<file path="config.mk">
export PLATFORM = sky130hd
export DESIGN_NAME = sdram_frame_reader_flat
export DESIGN_NICKNAME = d
export VERILOG_FILES = /design/src/rtl/sdram_frame_reader_if.sv /design/src/rtl/sdram_frame_reader.sv /design/src/flat_wrapper.sv
export SDC_FILE = /design/constraint.sdc
export NUM_CORES = 1
export LEC_CHECK = 0
export ABC_AREA = 1
export CAP_MARGIN = 20
export CORE_ASPECT_RATIO = 0.6
export CORE_MARGIN = 3
export CORE_UTILIZATION = 25
export CTS_BUF_LIST = sky130_fd_sc_hd__clkbuf_8
export DETAILED_ROUTE_END_ITERATION = 8
export PLACE_DENSITY_LB_ADDON = 0.15
export SYNTH_ARGS = -nofsm -noshare
export SYNTH_HDL_FRONTEND = slang
export SYNTH_SLANG_ARGS = --single-unit
</file>
<file path="constraint.sdc">
create_clock -name clk -period 2.3 [get_ports clk]
set_clock_uncertainty 0.15 [all_clocks]
set_input_delay 0.46 -clock clk [delete_from_list [all_inputs] [get_ports clk]]
set_output_delay 0.46 -clock clk [all_outputs]
set_load 0.02 [all_outputs]
</file>
<file path="src/rtl/sdram_frame_reader_if.sv">
// rtl/sdram_frame_reader_if.sv - SDRAM read-request port and pixel stream of the frame reader.
interface sdram_frame_reader_if #(
  parameter int PixelWidth = 16,
  parameter int DataWidth  = 16,
  parameter int AddrWidth  = 24
);
  logic                  sdram_busy;
  logic                  sdram_valid_rd;
  logic [DataWidth-1:0]  sdram_data;
  logic                  sdram_enable;
  logic                  sdram_rw;
  logic [AddrWidth-1:0]  sdram_addr;
  logic [PixelWidth-1:0] pixel;
  logic                  pixel_valid;
  logic                  pixel_ready;
  logic                  line_end;

  modport master (
    input  sdram_busy, sdram_valid_rd, sdram_data, pixel_ready,
    output sdram_enable, sdram_rw, sdram_addr, pixel, pixel_valid, line_end
  );

  modport slave (
    output sdram_busy, sdram_valid_rd, sdram_data, pixel_ready,
    input  sdram_enable, sdram_rw, sdram_addr, pixel, pixel_valid, line_end
  );
endinterface

</file>
<file path="src/rtl/sdram_frame_reader.sv">
// rtl/sdram_frame_reader.sv - fetches one frame from SDRAM in bursts and streams it pixel by pixel.
module sdram_frame_reader #(
  parameter int FrameWidth        = 640,
  parameter int FrameHeight       = 480,
  parameter int PixelBitWidth     = 16,
  parameter int WordLengthSDRAM   = 16,
  parameter int AddressWidthSDRAM = 24,
  parameter int BurstLengthSDRAM  = 8,
  parameter logic [AddressWidthSDRAM-1:0] BaseAddress = '0
) (
  input  logic clk,
  input  logic rst_n,
  input  logic start,
  output logic busy,
  output logic frame_done,
  sdram_frame_reader_if.master bus
);
  localparam int Pixels = FrameWidth * FrameHeight;
  localparam int PixW   = $clog2(Pixels + 1);
  localparam int ColW   = $clog2(FrameWidth);
  localparam int IdxW   = $clog2(BurstLengthSDRAM);
  localparam logic [PixW-1:0] PixTotal = PixW'(Pixels);
  localparam logic [ColW-1:0] LastCol  = ColW'(FrameWidth - 1);
  localparam logic [IdxW-1:0] LastIdx  = IdxW'(BurstLengthSDRAM - 1);
  localparam logic [AddressWidthSDRAM-1:0] BurstStep = AddressWidthSDRAM'(BurstLengthSDRAM);

  typedef enum logic [2:0] {IDLE, REQ, WAIT, DRAIN, DONE} state_t;

  state_t                       state;
  logic [WordLengthSDRAM-1:0]   burst_buf [BurstLengthSDRAM];
  logic [IdxW-1:0]              wr_idx;
  logic [IdxW-1:0]              rd_idx;
  logic [AddressWidthSDRAM-1:0] addr;
  logic [PixW-1:0]              pix_cnt;
  logic [ColW-1:0]              col;
  logic [PixW-1:0]              pix_next;
  logic [ColW-1:0]              col_next;

  assign pix_next = pix_cnt + 1'b1;
  assign col_next = (col == LastCol) ? '0 : col + 1'b1;

  always_ff @(posedge clk or negedge rst_n) begin
    if (!rst_n) begin
      state            <= IDLE;
      for (int i = 0; i < BurstLengthSDRAM; i++) burst_buf[i] <= '0;
      wr_idx           <= '0;
      rd_idx           <= '0;
      addr             <= '0;
      pix_cnt          <= '0;
      col              <= '0;
      busy             <= 1'b0;
      frame_done       <= 1'b0;
      bus.sdram_enable <= 1'b0;
      bus.sdram_rw     <= 1'b0;
      bus.sdram_addr   <= '0;
      bus.pixel        <= '0;
      bus.pixel_valid  <= 1'b0;
      bus.line_end     <= 1'b0;
    end else begin
      bus.sdram_enable <= 1'b0;
      bus.sdram_rw     <= 1'b0;
      frame_done       <= 1'b0;
      case (state)
        IDLE: begin
          if (start) begin
            addr    <= BaseAddress;
            pix_cnt <= '0;
            col     <= '0;
            wr_idx  <= '0;
            rd_idx  <= '0;
            busy    <= 1'b1;
            state   <= REQ;
          end
        end
        REQ: begin
          if (!bus.sdram_busy) begin
            bus.sdram_enable <= 1'b1;
            bus.sdram_rw     <= 1'b1;
            bus.sdram_addr   <= addr;
            state            <= WAIT;
          end
        end
        WAIT: begin
          if (bus.sdram_valid_rd) begin
            burst_buf[wr_idx] <= bus.sdram_data;
            if (wr_idx == LastIdx) begin
              // Word 0 may be the word arriving right now when the burst is one word long.
              wr_idx          <= '0;
              rd_idx          <= '0;
              bus.pixel       <= (wr_idx == '0) ? bus.sdram_data : burst_buf[0];
              bus.pixel_valid <= 1'b1;
              bus.line_end    <= (col == LastCol);
              state           <= DRAIN;
            end else begin
              wr_idx <= wr_idx + 1'b1;
            end
          end
        end
        DRAIN: begin
          if (bus.pixel_ready) begin
            pix_cnt <= pix_next;
            col     <= col_next;
            if (rd_idx == LastIdx) begin
              rd_idx          <= '0;
              bus.pixel       <= '0;
              bus.pixel_valid <= 1'b0;
              bus.line_end    <= 1'b0;
              if (pix_next == PixTotal) begin
                frame_done <= 1'b1;
                state      <= DONE;
              end else begin
                addr  <= addr + BurstStep;
                state <= REQ;
              end
            end else begin
              rd_idx       <= rd_idx + 1'b1;
              bus.pixel    <= burst_buf[rd_idx + 1'b1];
              bus.line_end <= (col_next == LastCol);
            end
          end
        end
        DONE: begin
          busy  <= 1'b0;
          state <= IDLE;
        end
        default: state <= IDLE;
      endcase
    end
  end
endmodule

</file>
<file path="src/flat_wrapper.sv">
// flat-port wrapper written by rule: the top's interface ports become plain ports
module sdram_frame_reader_flat 
#(
  parameter int FrameWidth        = 640,
  parameter int FrameHeight       = 480,
  parameter int PixelBitWidth     = 16,
  parameter int WordLengthSDRAM   = 16,
  parameter int AddressWidthSDRAM = 24,
  parameter int BurstLengthSDRAM  = 8,
  parameter logic [AddressWidthSDRAM-1:0] BaseAddress = '0
)
  (clk, rst_n, start, busy, frame_done, bus_sdram_busy, bus_sdram_valid_rd, bus_sdram_data, bus_pixel_ready, bus_sdram_enable, bus_sdram_rw, bus_sdram_addr, bus_pixel, bus_pixel_valid, bus_line_end);
  sdram_frame_reader_if #(.PixelWidth(16), .DataWidth(16), .AddrWidth(24)) bus_i ();
  input  logic clk;
  input  logic rst_n;
  input  logic start;
  output logic busy;
  output logic frame_done;
  input wire logic [$bits(bus_i.sdram_busy)-1:0] bus_sdram_busy;
  input wire logic [$bits(bus_i.sdram_valid_rd)-1:0] bus_sdram_valid_rd;
  input wire logic [$bits(bus_i.sdram_data)-1:0] bus_sdram_data;
  input wire logic [$bits(bus_i.pixel_ready)-1:0] bus_pixel_ready;
  output wire logic [$bits(bus_i.sdram_enable)-1:0] bus_sdram_enable;
  output wire logic [$bits(bus_i.sdram_rw)-1:0] bus_sdram_rw;
  output wire logic [$bits(bus_i.sdram_addr)-1:0] bus_sdram_addr;
  output wire logic [$bits(bus_i.pixel)-1:0] bus_pixel;
  output wire logic [$bits(bus_i.pixel_valid)-1:0] bus_pixel_valid;
  output wire logic [$bits(bus_i.line_end)-1:0] bus_line_end;
  assign bus_i.sdram_busy = bus_sdram_busy;
  assign bus_i.sdram_valid_rd = bus_sdram_valid_rd;
  assign bus_i.sdram_data = bus_sdram_data;
  assign bus_i.pixel_ready = bus_pixel_ready;
  assign bus_sdram_enable = bus_i.sdram_enable;
  assign bus_sdram_rw = bus_i.sdram_rw;
  assign bus_sdram_addr = bus_i.sdram_addr;
  assign bus_pixel = bus_i.pixel;
  assign bus_pixel_valid = bus_i.pixel_valid;
  assign bus_line_end = bus_i.line_end;
  sdram_frame_reader #(.FrameWidth(FrameWidth), .FrameHeight(FrameHeight), .PixelBitWidth(PixelBitWidth), .WordLengthSDRAM(WordLengthSDRAM), .AddressWidthSDRAM(AddressWidthSDRAM), .BurstLengthSDRAM(BurstLengthSDRAM), .BaseAddress(BaseAddress)) u_core (.clk(clk), .rst_n(rst_n), .start(start), .busy(busy), .frame_done(frame_done), .bus(bus_i));
endmodule
</file>
# Word-level counts from Yosys, hierarchy flattened
# Index checks and enable logic that the tools add are counted.
# totals
ff_bits	235
word_cells	125
# op_classes
n_reduce_logical	18
mux	59
n_lt_le_gt_ge	3
n_bitwise	3
n_eq_ne	16
addsub	5
# ops
operator	n
128-bit bitwise mux	1
16-bit 2-to-1 mux	8
24-bit 2-to-1 mux	4
16-bit binary-select mux with 3-bit select	1
16-bit demux with 3-bit select	1
24-bit one-hot mux with 2 select lines	1
3-bit 2-to-1 mux	14
19-bit 2-to-1 mux	2
19-bit one-hot mux with 2 select lines	1
16-bit one-hot mux with 2 select lines	1
10-bit 2-to-1 mux	3
24-bit by 4-bit adder with 24-bit output (second input constant)	1
10-bit == test (second input constant)	2
10-bit one-hot mux with 2 select lines	1
19-bit by 1-bit adder with 19-bit output (second input constant)	1
19-bit == test (second input constant)	1
1-bit 2-to-1 mux	15
5-bit AND reduction	3
3-bit one-hot mux with 4 select lines	1
10-bit by 1-bit adder with 10-bit output (second input constant)	1
2-bit inequality test (second input constant)	5
3-bit == test (second input constant)	3
3-bit one-hot mux with 3 select lines	1
4-bit >= comparator (second input constant)	2
17 further kinds	30

# Depth between registers and ports, before layout
# depth
depth_word	8
mapped_depth	15

# Worst setup path after synthesis
# OpenSTA, ideal clock, no wires.
# synth_timing
path_kind	register -> register
from	register u_core.pix_cnt[0]
to	register u_core.addr[14]
setup_slack_ns	0.268
stages_incl_launch_ff	15
setup_time_ns	0.117
path_buffers	2
arrival_ns	1.765
path_cell_list	dfrtp_1 > ha_1 > nand3_2 > inv_2 > nand2_2 > nor2_4 > nand3_1 > nand2_1 > nand2_1 > nor2_2 > nand3_2 > buf_6 > buf_6 > nand3_2 > nand2_1
# synth_via
elab_chain_len	4
# synth_rtl
item	line	rtl
from (decl)	sdram_frame_reader.sv:34	logic [PixW-1:0] pix_cnt;
from (signal assigned)	sdram_frame_reader.sv:101	pix_cnt <= pix_next;
19-bit by 1-bit adder with 19-bit output	sdram_frame_reader.sv:39	assign pix_next = pix_cnt + 1'b1;
19-bit == test	sdram_frame_reader.sv:108	if (pix_next == PixTotal) begin
2-bit inequality test (no line)	n/a	
5-bit AND reduction (no line)	n/a	
to (signal assigned)	sdram_frame_reader.sv:66	addr <= BaseAddress;
to (signal assigned)	sdram_frame_reader.sv:112	addr <= addr + BurstStep;
to (decl)	sdram_frame_reader.sv:33	logic [AddressWidthSDRAM-1:0] addr;
# Every way passes these cells.
# A chain may end at the register's enable or synchronous reset.

# Worst setup path after layout
# layout_timing
from	register u_core.pix_cnt[3]
to	register u_core.addr[16]
# Same word-level chain as after synthesis.

==> flow_metrics.tcl <==
set metrics [dict create \
    cts_buffer_depth 3 \
    tns_ns 0 \
    nets 1547 \
    design_area_um2 14000 \
    via_per_inst 4.68 \
    dieArea_um2 47600 \
    grt_pass1_wl_mm 55.4 \
    p_sw_w 0.00654 \
    drt-total-wl_mm 35.9 \
    hp-class "in -> async" \
    synth_common_cells "360 x nand2_1, 279 x o21ai_0, 229 x dfrtp_1" \
    ys.flop_type "dfrtp_1" \
    period_share_pct 97.7 \
    layout.area.seq_um2 5730 \
    grt_pass1_vias 9348 \
    dp_hpwl_mm 23.0 \
    async_flop_share_pct 100 \
    clkTransAtPathRegs_ns 0.07 \
    switching_share_pct 40.3 \
    grt_max_degree 82 \
    pre_cts_slack_ns 0.0429 \
    cts.sinks 229 \
    worstSetupStartpointType "flip-flop" \
    finalNonFillerCells 2114 \
    synth_area_leader_cell "dfrtp_1" \
    cts_buffers 40 \
    dpl_cell_area_um2 12900 \
    fp.coreArea_um2 43800 \
    grt_overflow 0 \
    final-hold-violation-count 0 \
    cts_htree_levels 2 \
    place_inst 2042 \
    synth_top_area_share_pct 51.0 \
    synth.area.top_cells "dfrtp_1 51%, o21ai_0 12%, nand2_1 12%" \
    synth.cell_area_um2 11200 \
    worst_setup_path_end_kind "flip-flop" \
    ys_warn_count 0 \
    num-fill-cells 4692 \
    num_vias 9891 \
    synth.distinct_cells 36 \
    drc_errors 0 \
    clockPowerShare_pct 22.8 \
    synth_seq_cells 229 \
    drt-initial-drc-count 935 \
    multiInputGateArea_um2 4870 \
    setup_slack_ns 0.0519 \
    ir_worst_vdd_mv 0.480 \
    yosysSeqAreaShare_pct 51.0 \
    worstPathArrival_ns 2.60 \
    gp_congestion 0.824 \
    port_buffers 64 \
    powerDensity_nw_per_um2 1160 \
    die_height_um 170 \
    dr.pass1.iters 5 \
    syn_inst 1417 \
    cp_max_fo 10 \
    pwr-share-seq_pct 35.8 \
    status "completed" \
    r2r_slack_ns 0.05 \
    area_growth_syn_to_layout_pct 24.6 \
    criticalPathCategory "reg -> reg" \
    total_leakage_power_nw 6.19 \
    n_antenna_cell 0 \
    slew_headroom_pct 62.6 \
    wl_per_cell_um 17.0 \
    critical_path_required_ns 2.65 \
    synth_most_common_cell "nand2_1" \
    antenna_found_initial 0 \
    pwr-share-comb_pct 41.5 \
    grt_util_all_layers_pct 14.7 \
    rsz0062_at_grt "yes" \
    post-route-min-period_ns 2.25 \
    initial_utilization_pct 25.6 \
    synth-edff-count 0 \
    maxCapViolCount 0 \
    slew_viol_final 0 \
    clk_root_buffer_cell "clkbuf_8" \
    antenna_left 0 \
    setup_violations 0 \
    drive_above_1_share_pct 12.0 \
    intPower_w 0.00968 \
    io_pins 68 \
    fmax_ghz 0.445 \
    final_util_pct 31.9 \
    fp.dieW_um 280 \
    tightest_slew_ns 0.560 \
    rows 59 \
    syn_avg_cell_area_um2 7.93 \
    cts_tree "yes" \
    clk_latency_ns 0.56 \
]
[layer usage]
layer | part of all wire [%] | wire (um) | global-route usage (%) | up-vias
met3 | 4.5 | 1620 | 2.52 | 46
met2 | 39 | 14100 | 20.4 | 214
met1 | 55 | 19600 | 23.4 | 4732
met4 | 1.4 | 490 | 3.29 | 0
met5 | 0 | 0 | 0 | -
li1 | - | - | - | 4899
[repair_timing]
item,CTS,global route
endpoints found under the hold margin,38,0
endpoints found under the setup margin,0,28
setup buffers,0,5
resized for setup,0,36
hold buffers,1,0
[sequential cells by signal, summed over array words and instances, names as in the netlist, 10 cells and up]
signal,flops
u_core.addr,21
u_core.bus.pixel,16
u_core.burst_buf,128
u_core.bus.sdram_addr,21
u_core.pix_cnt,19
u_core.col,10
[metrics by stage]
stage | total power, W | hold WS [ns]
after floorplan | 0.00949 | 0.0144
after global placement | 0.0122 | 0.242
after detailed placement | 0.0122 | 0.241
after CTS | 0.0161 | 0.226
after global routing | 0.0175 | 0.246
final | 0.0162 | 0.246
[kinds of logic after synthesis]
family / Yosys count / share of synthesized area (%)
AND/OR/NAND/NOR: 602 / 22.6
AO/OA/AOI/OAI: 382 / 18.2
flip-flops: 229 / 51.0
buffers and inverters: 188 / 6.68
adder cells (fa/ha/maj): 9 / 1.00
XOR/XNOR: 6 / 0.468
other: 1 / 0.0334
[path summary, 6_finish.rpt]
| kind | start | endpoint | depth (start not counted) |
|---|---|---|---|
| worst min register to register | u_core.bus.sdram_addr[5]$_DFFE_PN0P_ | u_core.bus.sdram_addr[5]$_DFFE_PN0P_ | 2 |
| worst max-delay path | u_core.pix_cnt[3]$_DFFE_PN0P_ | u_core.addr[16]$_DFFE_PN0P_ | 13 |
| min in group clk | u_core.bus.sdram_addr[5]$_DFFE_PN0P_ | u_core.bus.sdram_addr[5]$_DFFE_PN0P_ | 2 |
| worst min-delay path | rst_n | u_core.addr[14]$_DFFE_PN0P_ | 2 |
| worst max register to register | u_core.pix_cnt[3]$_DFFE_PN0P_ | u_core.addr[16]$_DFFE_PN0P_ | 13 |
| max in group asynchronous | rst_n | u_core.burst_buf[108]$_DFFE_PN0P_ | 3 |
[power groups by stage]
stage	logic, W	clock network, W	registers [W]
5_1_grt	0.00751	0.00407	0.00594
6_report	0.00673	0.00369	0.00580
3_5_place_dp	0.00642	0	0.00582
3_3_place_gp	0.00641	0	0.00582
2_1_floorplan	0.00355	0	0.00594
4_1_cts	0.00645	0.00388	0.00577
[placed cells by master, fill, tap and decap left out, types with 15 or more instances in the layout]
master / n
inv_1: 110
o211ai_1: 32
dfrtp_1: 226
nand2_1: 352
a21oi_1: 31
clkdlybuf4s50_1: 63
clkbuf_8: 47
o22ai_1: 17
nor3_1: 15
o21ai_0: 279
nand3_1: 52
nor2_1: 110
buf_12: 18
nand4_1: 24
buf_4: 43
nor2_2: 15
[worst max-delay path, stage by stage (launching register included)]
cell	delay (ns)
dfrtp_1	0.47
nand2_2	0.14
nor2_4	0.16
nand3_2	0.09
nor2_1	0.11
nor2_1	0.06
nor2_2	0.17
nand2_2	0.09
nor2_4	0.19
nand3_4	0.13
nand2_4	0.15
clkbuf_16	0.18
nand2_1	0.05
nand2_1	0.06
[final cells by class]
cell class / instances / share of cell area (%)
clock buffer: 47 / 4.62
timing repair buffer: 133 / 10.8
sequential: 229 / 41.0
tap: 579 / 5.18
inverter: 110 / 2.97
multi-input combinational: 1002 / 34.8
clock inverter: 14 / 0.644
Note: power is estimated with default switching activity, not from simulation.
